--- src/rtl/regfile_wb_arbiter.sv ---
// Arbitrates the single register-file write port between pipeline writeback (A) and a queued
// long-latency unit (B). Optional macro WB_BYPASS_EN lets B skip an empty FIFO when A is idle.
module regfile_wb_arbiter #(
    parameter int DEPTH        = 4,
    parameter int STARVE_LIMIT = 8
) (
    input  logic        clk,
    input  logic        rst_n,
    input  logic        a_valid,
    output logic        a_ready,
    input  logic [4:0]  a_rd,
    input  logic [31:0] a_data,
    input  logic        b_valid,
    output logic        b_ready,
    input  logic [4:0]  b_rd,
    input  logic [31:0] b_data,
    input  logic [4:0]  q_addr1,
    input  logic [4:0]  q_addr2,
    output logic        q_pending,
    output logic        rf_we,
    output logic [4:0]  rf_addr,
    output logic [31:0] rf_wdata
);

    localparam int PW = $clog2(DEPTH);
    localparam int CW = $clog2(STARVE_LIMIT + 1);

    logic [4:0]    fifo_rd   [DEPTH];
    logic [31:0]   fifo_data [DEPTH];
    logic [PW-1:0] wr_ptr;
    logic [PW-1:0] rd_ptr;
    logic [PW:0]   count;
    logic [CW-1:0] starve_cnt;
    logic          out_is_b;

    logic fifo_empty;
    logic fifo_full;
    logic force_b;
    logic a_grant;
    logic pop;
    logic push;
    logic bypass;

    assign fifo_empty = (count == '0);
    assign fifo_full  = (count == (PW+1)'(DEPTH));
    assign force_b    = (starve_cnt == CW'(STARVE_LIMIT)) && !fifo_empty;
    assign a_ready    = !force_b;
    assign b_ready    = !fifo_full;
    assign a_grant    = a_valid && a_ready;
    assign pop        = !fifo_empty && !a_grant;

`ifdef WB_BYPASS_EN
    assign bypass = fifo_empty && !a_grant && b_valid;
`else
    assign bypass = 1'b0;
`endif

    assign push = b_valid && b_ready && !bypass;

    // Pending hazard: any live FIFO entry, or a B write sitting in the output stage.
    always_comb begin
        logic [PW-1:0] idx;
        idx       = rd_ptr;
        q_pending = out_is_b && rf_we && (rf_addr == q_addr1 || rf_addr == q_addr2);
        for (int i = 0; i < DEPTH; i++) begin
            idx = rd_ptr + PW'(i);
            if ((PW+1)'(i) < count && fifo_rd[idx] != 5'd0 &&
                (fifo_rd[idx] == q_addr1 || fifo_rd[idx] == q_addr2))
                q_pending = 1'b1;
        end
    end

    // NOTE: FIFO storage has no reset; the pointers and count alone decide which entries are live.
    always_ff @(posedge clk) begin
        if (push) begin
            fifo_rd[wr_ptr]   <= b_rd;
            fifo_data[wr_ptr] <= b_data;
        end
    end

    always_ff @(posedge clk) begin
        if (!rst_n) begin
            wr_ptr     <= '0;
            rd_ptr     <= '0;
            count      <= '0;
            starve_cnt <= '0;
            rf_we      <= 1'b0;
            rf_addr    <= 5'd0;
            rf_wdata   <= 32'd0;
            out_is_b   <= 1'b0;
        end else begin
            if (push)
                wr_ptr <= wr_ptr + 1'b1;
            if (pop)
                rd_ptr <= rd_ptr + 1'b1;
            count <= count + (PW+1)'(push) - (PW+1)'(pop);

            if (fifo_empty || pop)
                starve_cnt <= '0;
            else if (starve_cnt != CW'(STARVE_LIMIT))
                starve_cnt <= starve_cnt + 1'b1;

            // x0 destinations still consume their grant but never assert the write enable.
            if (a_grant) begin
                rf_we    <= (a_rd != 5'd0);
                rf_addr  <= a_rd;
                rf_wdata <= a_data;
                out_is_b <= 1'b0;
            end else if (pop) begin
                rf_we    <= (fifo_rd[rd_ptr] != 5'd0);
                rf_addr  <= fifo_rd[rd_ptr];
                rf_wdata <= fifo_data[rd_ptr];
                out_is_b <= 1'b1;
            end else if (bypass) begin
                rf_we    <= (b_rd != 5'd0);
                rf_addr  <= b_rd;
                rf_wdata <= b_data;
                out_is_b <= 1'b1;
            end else begin
                rf_we    <= 1'b0;
                out_is_b <= 1'b0;
            end
        end
    end

endmodule
--- config.mk ---
export PLATFORM = sky130hd
export DESIGN_NAME = regfile_wb_arbiter
export DESIGN_NICKNAME = d
export VERILOG_FILES = /design/src/rtl/regfile_wb_arbiter.sv
export SDC_FILE = /design/constraint.sdc
export NUM_CORES = 1
export LEC_CHECK = 0
export ABC_AREA = 1
export BUFFER_PORTS_ARGS = -buffer_cell sky130_fd_sc_hd__buf_2
export CORE_MARGIN = 4
export CORE_UTILIZATION = 54
export CTS_BUF_LIST = sky130_fd_sc_hd__clkbuf_8
export CTS_CLUSTER_DIAMETER = 60
export DETAILED_ROUTE_END_ITERATION = 8
export GPL_ROUTABILITY_DRIVEN = 0
export PLACE_DENSITY = 0.79
export SLEW_MARGIN = 20
export SYNTH_ARGS = -nofsm -noshare
export SYNTH_HDL_FRONTEND = slang
export SYNTH_SLANG_ARGS = --single-unit
--- constraint.sdc ---
create_clock -name clk -period 3 [get_ports clk]
set_clock_uncertainty 0.2 [all_clocks]
set_input_delay 0.6 -clock clk [delete_from_list [all_inputs] [get_ports clk]]
set_output_delay 0.6 -clock clk [all_outputs]
set_load 0.1 [all_outputs]
==> impl_results.md, run 1 <==
* Async set or reset register ratio after synthesis at 0%
* HP Class: input pin to flip-flop
* DIE WIDTH at 140 um
* TritonCTS buffer count at 17
* H-Tree Depth at 4
* Sw Ratio at 46.0%
* Rows at 47
* Warnings, synthesis at 0
* Syn Area/Cell at 9.39 um^2
* Leak Pwr at 0.00466 uW
* I/O Buffers at 128
* Yosys reg bits at 200
* Io pins at 129
* Clock share of power at 16.5%
* Final Hold Vio Count at 0
* Crit. End Element: output port
* Sequential share of the synthesized area at 58.6%
* Avg Vias per Cell at 5.68
* Slew of the pin with the lowest slew margin at 767 ps
* Cell with the most instances on the worst path: nand2_1
* CP bufs+invs at 2
* MaxCap Viol Count at 0
* Top FF cell, synth: edfxtp_1
* CP max stage delay at 440 ps
* Final slew viol count at 0
* Failing checks: setup timing
* Share of total power in sequential cells at 36.3%
* Top cells by area, synth: edfxtp_1, dfxtp_1, nand2_1
* Fmax at 325 MHz
* DR WL/cell at 17.6 um
* Mapped Cells at 998
* Clk_lat worst skew at 460 ps
* Top Family by Delay on Critical Path: simple AND/OR/NAND/NOR gates
* Startpoint Class: flip-flop
* Final #Nets at 1223
* Placed cell count at 1316
* Die Area at 0.0195 mm^2
* Design Area, Final at 0.0110 mm^2
* Die Ht at 140 um
* Total vias in the final route at 7718
* Synth area leader: edfxtp_1
* Power per Cell Area at 909 mW/mm^2
* Deepest clock path buffer count at 2
* Gate power share at 47.3%
* Crit Path Max Fanout at 20
* Synthesized area at 0.00937 mm^2
* Most common library cells after synthesis: nand2_1, edfxtp_1, nor2_1
* Power Total at 10000 uW
* Ratio of cells with drive above 1 in the final layout at 25.2%
* Post-route ant nets at 0
* Root buf cell: clkbuf_8
* Post-route core utilization at 65.4%
* Fin crit share at 103%
* Largest net degree at the start of global routing at 57
* Core area at 0.0168 mm^2
* Setup WS post-layout at -78.6 ps
* Hold buffers post-CTS at 0
* Critical Path RT at 2200 ps
* RSZ-0062 raised after global routing: true
* Detailed Place HPWL at 14900 um
* GRT Total Usage at 24.0%
* TritonCTS clock tree: built
* Critical path, cell by cell: buf_12, nand2_1, o21ai_2, nand2_1, o21ai_2, nand3_1, nor3_2, nor2_1, a21oi_1, nand2_1, buf_12
* DRC at 0
* Total gr overflow at 0
* First-pass GRT wire length at 37300 um
* Post-synth top area share at 47.4%
* Setup CP Type: flip-flop to output port
* Post-Layout Cell Count at 1359
* Hold WS at 135 ps
* Iteration-0 DRC count of the detailed router at 728
* Netlist cell types at 39
* Syn Nets at 1097
* Peak VDD IR at 636 uV
* Wirelength, routed at 23900 um
* Placed Area at 0.0102 mm^2
* Worst path slowest cell: dfxtp_4
* CTS sink count at 200
* Number of synthesized flops with an enable pin at 148
* Pre-antenna DRT Iters at 5
* Worst-path clk slew at 100 ps
* Fin crit period at 3080 ps
* Critical Path AT at 2280 ps
* Initial antenna violation count at 3
* Slew margin rel. at 48.9%
* Vias in the first global route at 7356
* Status: finished with violations
* Internal at 5400 uW
* Count leader, synth: nand2_1
* Final setup violation count at 1
* Area grow syn2layout at 17.4%
* Net Switching at 4600 uW
* Initial Util at 55.7%
-- routing by layer --
metal / wire, um / track usage [%]
met5: 7 / 0
met4: 848 / 11.2
met3: 1890 / 5.59
met2: 11600 / 39.0
met1: 9550 / 30.6
-- repair_timing --
| action | 4_1_cts | 5_1_grt |
|---|---|---|
| setup buffers | 4 | 2 |
| endpoints found under the setup margin | 1 | 1 |
| pin swaps | 13 | 3 |
| endpoints found under the hold margin | 0 | 0 |
| resized for setup | 56 | 28 |
| gates cloned | 3 | 0 |
-- flip-flops by register name (all words and copies together), names as in the netlist, named ones only --
name,count
rf_we,1
fifo_rd,20
fifo_data,128
starve_cnt,4
out_is_b,1
rf_addr,5
rf_wdata,32
rd_ptr,2
wr_ptr,2
count,3
-- path summary, 6_finish.rpt --
kind / from / end / slack (ps) / cells past startpoint
setup / recovery: rd_ptr[0] / q_pending / -80 / 11
hold / removal: b_data[11] / fifo_data[1][11] / 130 / 1
setup reg to reg: starve_cnt[0] / count[2] / 280 / 15
hold reg to reg: rf_wdata[31] / rf_wdata[31] / 280 / 2
-- area by class of cell --
type	count	area (um^2)
antenna	2	5.00
clock buffer	17	234
clock inverter	15	139
fill	1340	5820
inverter	64	263
multi-input combinational	687	3630
sequential	200	5500
tap	220	275
timing repair buffer	154	952
-- cell families (layout without fill, tap and decap cells) --
| group | Yosys count | count (layout) | synth area share (%) |
|---|---|---|---|
| XOR/XNOR | 17 | 17 | 1.59 |
| other | 0 | 2 | 0 |
| adder cells (fa/ha/maj) | 11 | 11 | 1.55 |
| buffers and inverters | 113 | 250 | 5.68 |
| flip-flops | 200 | 200 | 58.6 |
| AO/OA/AOI/OAI | 180 | 180 | 11.4 |
| AND/OR/NAND/NOR | 477 | 479 | 21.3 |
-- metrics by stage --
step | TNS [ps] | setup slack (ps)
2_1_floorplan | 0 | 4.73
3_3_place_gp | 0 | 264
3_5_place_dp | 0 | 232
4_1_cts | -29.5 | -29.5
5_1_grt | -202 | -202
6_report | -78.6 | -78.6
-- power groups by stage --
stage                     clock network, uW  logic, uW  registers [uW]
final                                  1650       4730            3630
after detailed placement                  0       4270            3650
after global routing                   1780       5110            3670
after global placement                    0       4200            3640
after CTS                              1670       4540            3610
after floorplan                           0       2310            4750
-- placed cells by master, fill, tap and decap left out, types with 5 or more instances in the layout --
cell type  instances
a21oi_1           14
a31oi_1           11
buf_12             6
buf_2            127
buf_4             17
clkbuf_8          17
clkinv_2           5
dfxtp_1           46
edfxtp_1         148
ha_1              10
inv_1             60
nand2_1          239
nand2_2           48
nand2_4           10
nand3_1           70
nand3_2            5
nor2_1            87
nor2_4             5
o211ai_1          24
o21ai_0           82
o21ai_2            5
o22ai_1           34
xnor2_1            6
xor2_1            11
Note: power is estimated with default switching activity, not from simulation.
==> inputs of run 2 (changes only) <==
--- a/config.mk
+++ b/config.mk
@@ -9,11 +9,12 @@
 export BUFFER_PORTS_ARGS = -buffer_cell sky130_fd_sc_hd__buf_2
 export CORE_MARGIN = 4
 export CORE_UTILIZATION = 54
-export CTS_BUF_LIST = sky130_fd_sc_hd__clkbuf_8
+export CTS_BUF_LIST = sky130_fd_sc_hd__clkbuf_4 sky130_fd_sc_hd__clkbuf_8
 export CTS_CLUSTER_DIAMETER = 60
 export DETAILED_ROUTE_END_ITERATION = 8
 export GPL_ROUTABILITY_DRIVEN = 0
 export PLACE_DENSITY = 0.79
+export RECOVER_POWER = 25
 export SLEW_MARGIN = 20
 export SYNTH_ARGS = -nofsm -noshare
 export SYNTH_HDL_FRONTEND = slang
==> run 2 against run 1 <==
The run still ends with setup timing left; sequential power barely moved; clock power barely moved; worst hold slack better by 24 ps; highest routed layer is now met4.
==> impl_results.md, run 2 (synthesis gave the netlist of run 1 again) <==
* Status: finished with violations
* Deepest clock path buffer count at 2 (unchanged)
* Io pins at 129 (unchanged)
* Cell with the most instances on the worst path: nand2_1
* Die Ht at 140 um (unchanged)
* Final #Nets at 1223 (unchanged)
* Ratio of cells with drive above 1 in the final layout at 23.0% (-2.2 points)
* RSZ-0062 raised after global routing: true
* Hold WS at 159 ps (+24.2 ps)
* HP Class: input pin to flip-flop
* Detailed Place HPWL at 14900 um (unchanged)
* Pre-antenna DRT Iters at 5 (unchanged)
* DR WL/cell at 17.6 um (about the same)
* First-pass GRT wire length at 37300 um (unchanged)
* Wirelength, routed at 23900 um (about the same)
* Design Area, Final at 0.0110 mm^2 (-0.24%)
* Area grow syn2layout at 17.2%
* Avg Vias per Cell at 5.67 (-0.20%)
* Fin crit share at 102% (-0.35 points)
* Critical Path RT at 2200 ps (about the same)
* CP max stage delay at 440 ps (about the same)
* Slew of the pin with the lowest slew margin at 773 ps (+6.14 ps)
* Total gr overflow at 0 (unchanged)
* Startpoint Class: flip-flop
* Final slew viol count at 0 (unchanged)
* CP bufs+invs at 2 (unchanged)
* Leak Pwr at 0.00458 uW (-1.7%)
* Fill count at 1351 (+0.82%)
* Most frequent cells in the layout: nand2_1, edfxtp_1, buf_2
* Max FFs per register at 128 (unchanged)
* Rows at 47 (unchanged)
* Root buf cell: clkbuf_8
* Fmax at 326 MHz (+0.34%)
* Critical path, cell by cell: buf_12, nand2_1, o21ai_2, nand2_1, o21ai_2, nand3_1, nor3_2, nor2_1, a21oi_1, nand2_1, buf_12
* Placed Area at 0.0102 mm^2 (unchanged)
* Initial Util at 55.7% (unchanged)
* Critical Path AT at 2270 ps (about the same)
* Largest net degree at the start of global routing at 57 (unchanged)
* Crit. End Element: output port
* Final setup violation count at 1 (unchanged)
* Total vias in the final route at 7697 (-0.27%)
* Peak VDD IR at 636 uV (about the same)
* Vias in the first global route at 7356 (unchanged)
* Top Family by Delay on Critical Path: simple AND/OR/NAND/NOR gates
* Post-route ant nets at 0 (unchanged)
* Final Hold Vio Count at 0 (unchanged)
* MaxCap Viol Count at 0 (unchanged)
* CTS sink count at 200 (unchanged)
* Power per Cell Area at 914 mW/mm^2 (+0.53%)
* DIE WIDTH at 140 um (unchanged)
* Setup CP Type: flip-flop to output port
* R2R setup slack at 270 ps (about the same)
* TritonCTS buffer count at 17 (unchanged)
* Failing checks: setup timing
* Setup WS post-layout at -68.1 ps (+10.5 ps)
* Iteration-0 DRC count of the detailed router at 681 (-6.5%)
* GRT Total Usage at 24.0% (unchanged)
* Worst-path clk slew at 100 ps (about the same)
* DRC at 0 (unchanged)
* Crit Path Max Fanout at 20 (unchanged)
* Worst path slowest cell: dfxtp_4
* Clk_lat worst skew at 460 ps (about the same)
* Largest Register: fifo_data
* I/O Buffers at 128 (unchanged)
* Top flop regs: fifo_data: 128 flops, rf_wdata: 32 flops, fifo_rd: 20 flops
* Slew margin rel. at 48.5% (-0.41 points)
* Core area at 0.0168 mm^2 (unchanged)
* H-Tree Depth at 4 (unchanged)
* TritonCTS clock tree: built
* Commonest non-fill, non-tap cell in the layout: nand2_1
* Die Area at 0.0195 mm^2 (unchanged)
* Initial antenna violation count at 1 (-2)
* Fin crit period at 3070 ps (-10.5 ps)
* Power Total at 10000 uW (+0.29%)
[run 2: changes by cell type in the layout (fill, tap and decap cells not counted), sizes merged]
| cell | delta |
|---|---|
| buf | -28 |
| inv | -3 |
| diode | -1 |
| clkbuf | +31 |
[run 2: layer usage]
layer / vias to the layer above / routed length (um) / global-route usage (%) / part of all wire [%]
li1: 3658 / - / - / -
met1: 3587 / 9750 / 30.6 / 41
met2: 366 / 11500 / 39.0 / 48
met3: 86 / 1750 / 5.59 / 7.3
met4: 0 / 860 / 11.2 / 3.6
met5: - / 0 / 0 / 0
[run 2: layout make-up]
cell class              count  area, um^2  area share, %
diodes                      1        2.50         0.0228
clock buffers              20         256           2.34
well taps                 220         275           2.51
clock inverters            12         128           1.16
flip-flops and latches    200        5500           50.1
repair buffers            154         917           8.36
multi-input cells         687        3630           33.1
inverters                  64         263           2.39
[run 2: power breakdown]
part | internal (uW) | leakage, uW | switching [uW]
Clock | 768 | 0.000201 | 913
Sequential | 3400 | 0.00179 | 232
Combinational | 1270 | 0.00259 | 3450
[run 2: metrics by stage]
step	setup WS [ps]	instances	setup TNS [ps]	utilization, %
finish	-68.1	1358	-68.1	65.2
floorplan	4.73	998	0	-
global route	-202	1358	-202	65.2
CTS	-29.5	1355	-29.5	64.7
detailed placement	232	1316	0	60.8
global placement	264	1316	0	60.8
[run 2: what timing repair did]
| action | in CTS | in global routing |
|---|---|---|
| pin swaps | 13 | 3 |
| buffers inserted | 4 | 2 |
| gates resized for setup | 56 | 28 |
| hold buffers | 0 | 0 |
| endpoints found under the setup margin | 1 | 1 |
| cloned | 3 | 0 |
[run 2: worst register-to-register path: stages (launching register included)]
cell and delay, ps:
dfxtp_1 350, inv_1 80, ha_1 140, nand2_1 60
nor2_2 200, nand2_2 90, nand2_2 80, inv_2 50
a21oi_4 270, ha_1 290, inv_1 60, ha_1 130
inv_1 50, fa_1 370, xnor2_1 160, nor2_1 50
[run 2: final timing paths]
path | end | depth (start not counted) | from
max reg2reg | count[2] | 15 | starve_cnt[0]
max | q_pending | 11 | rd_ptr[0]
min | fifo_rd[2][3] | 1 | b_rd[3]
min reg2reg | rf_wdata[31] | 2 | rf_wdata[31]
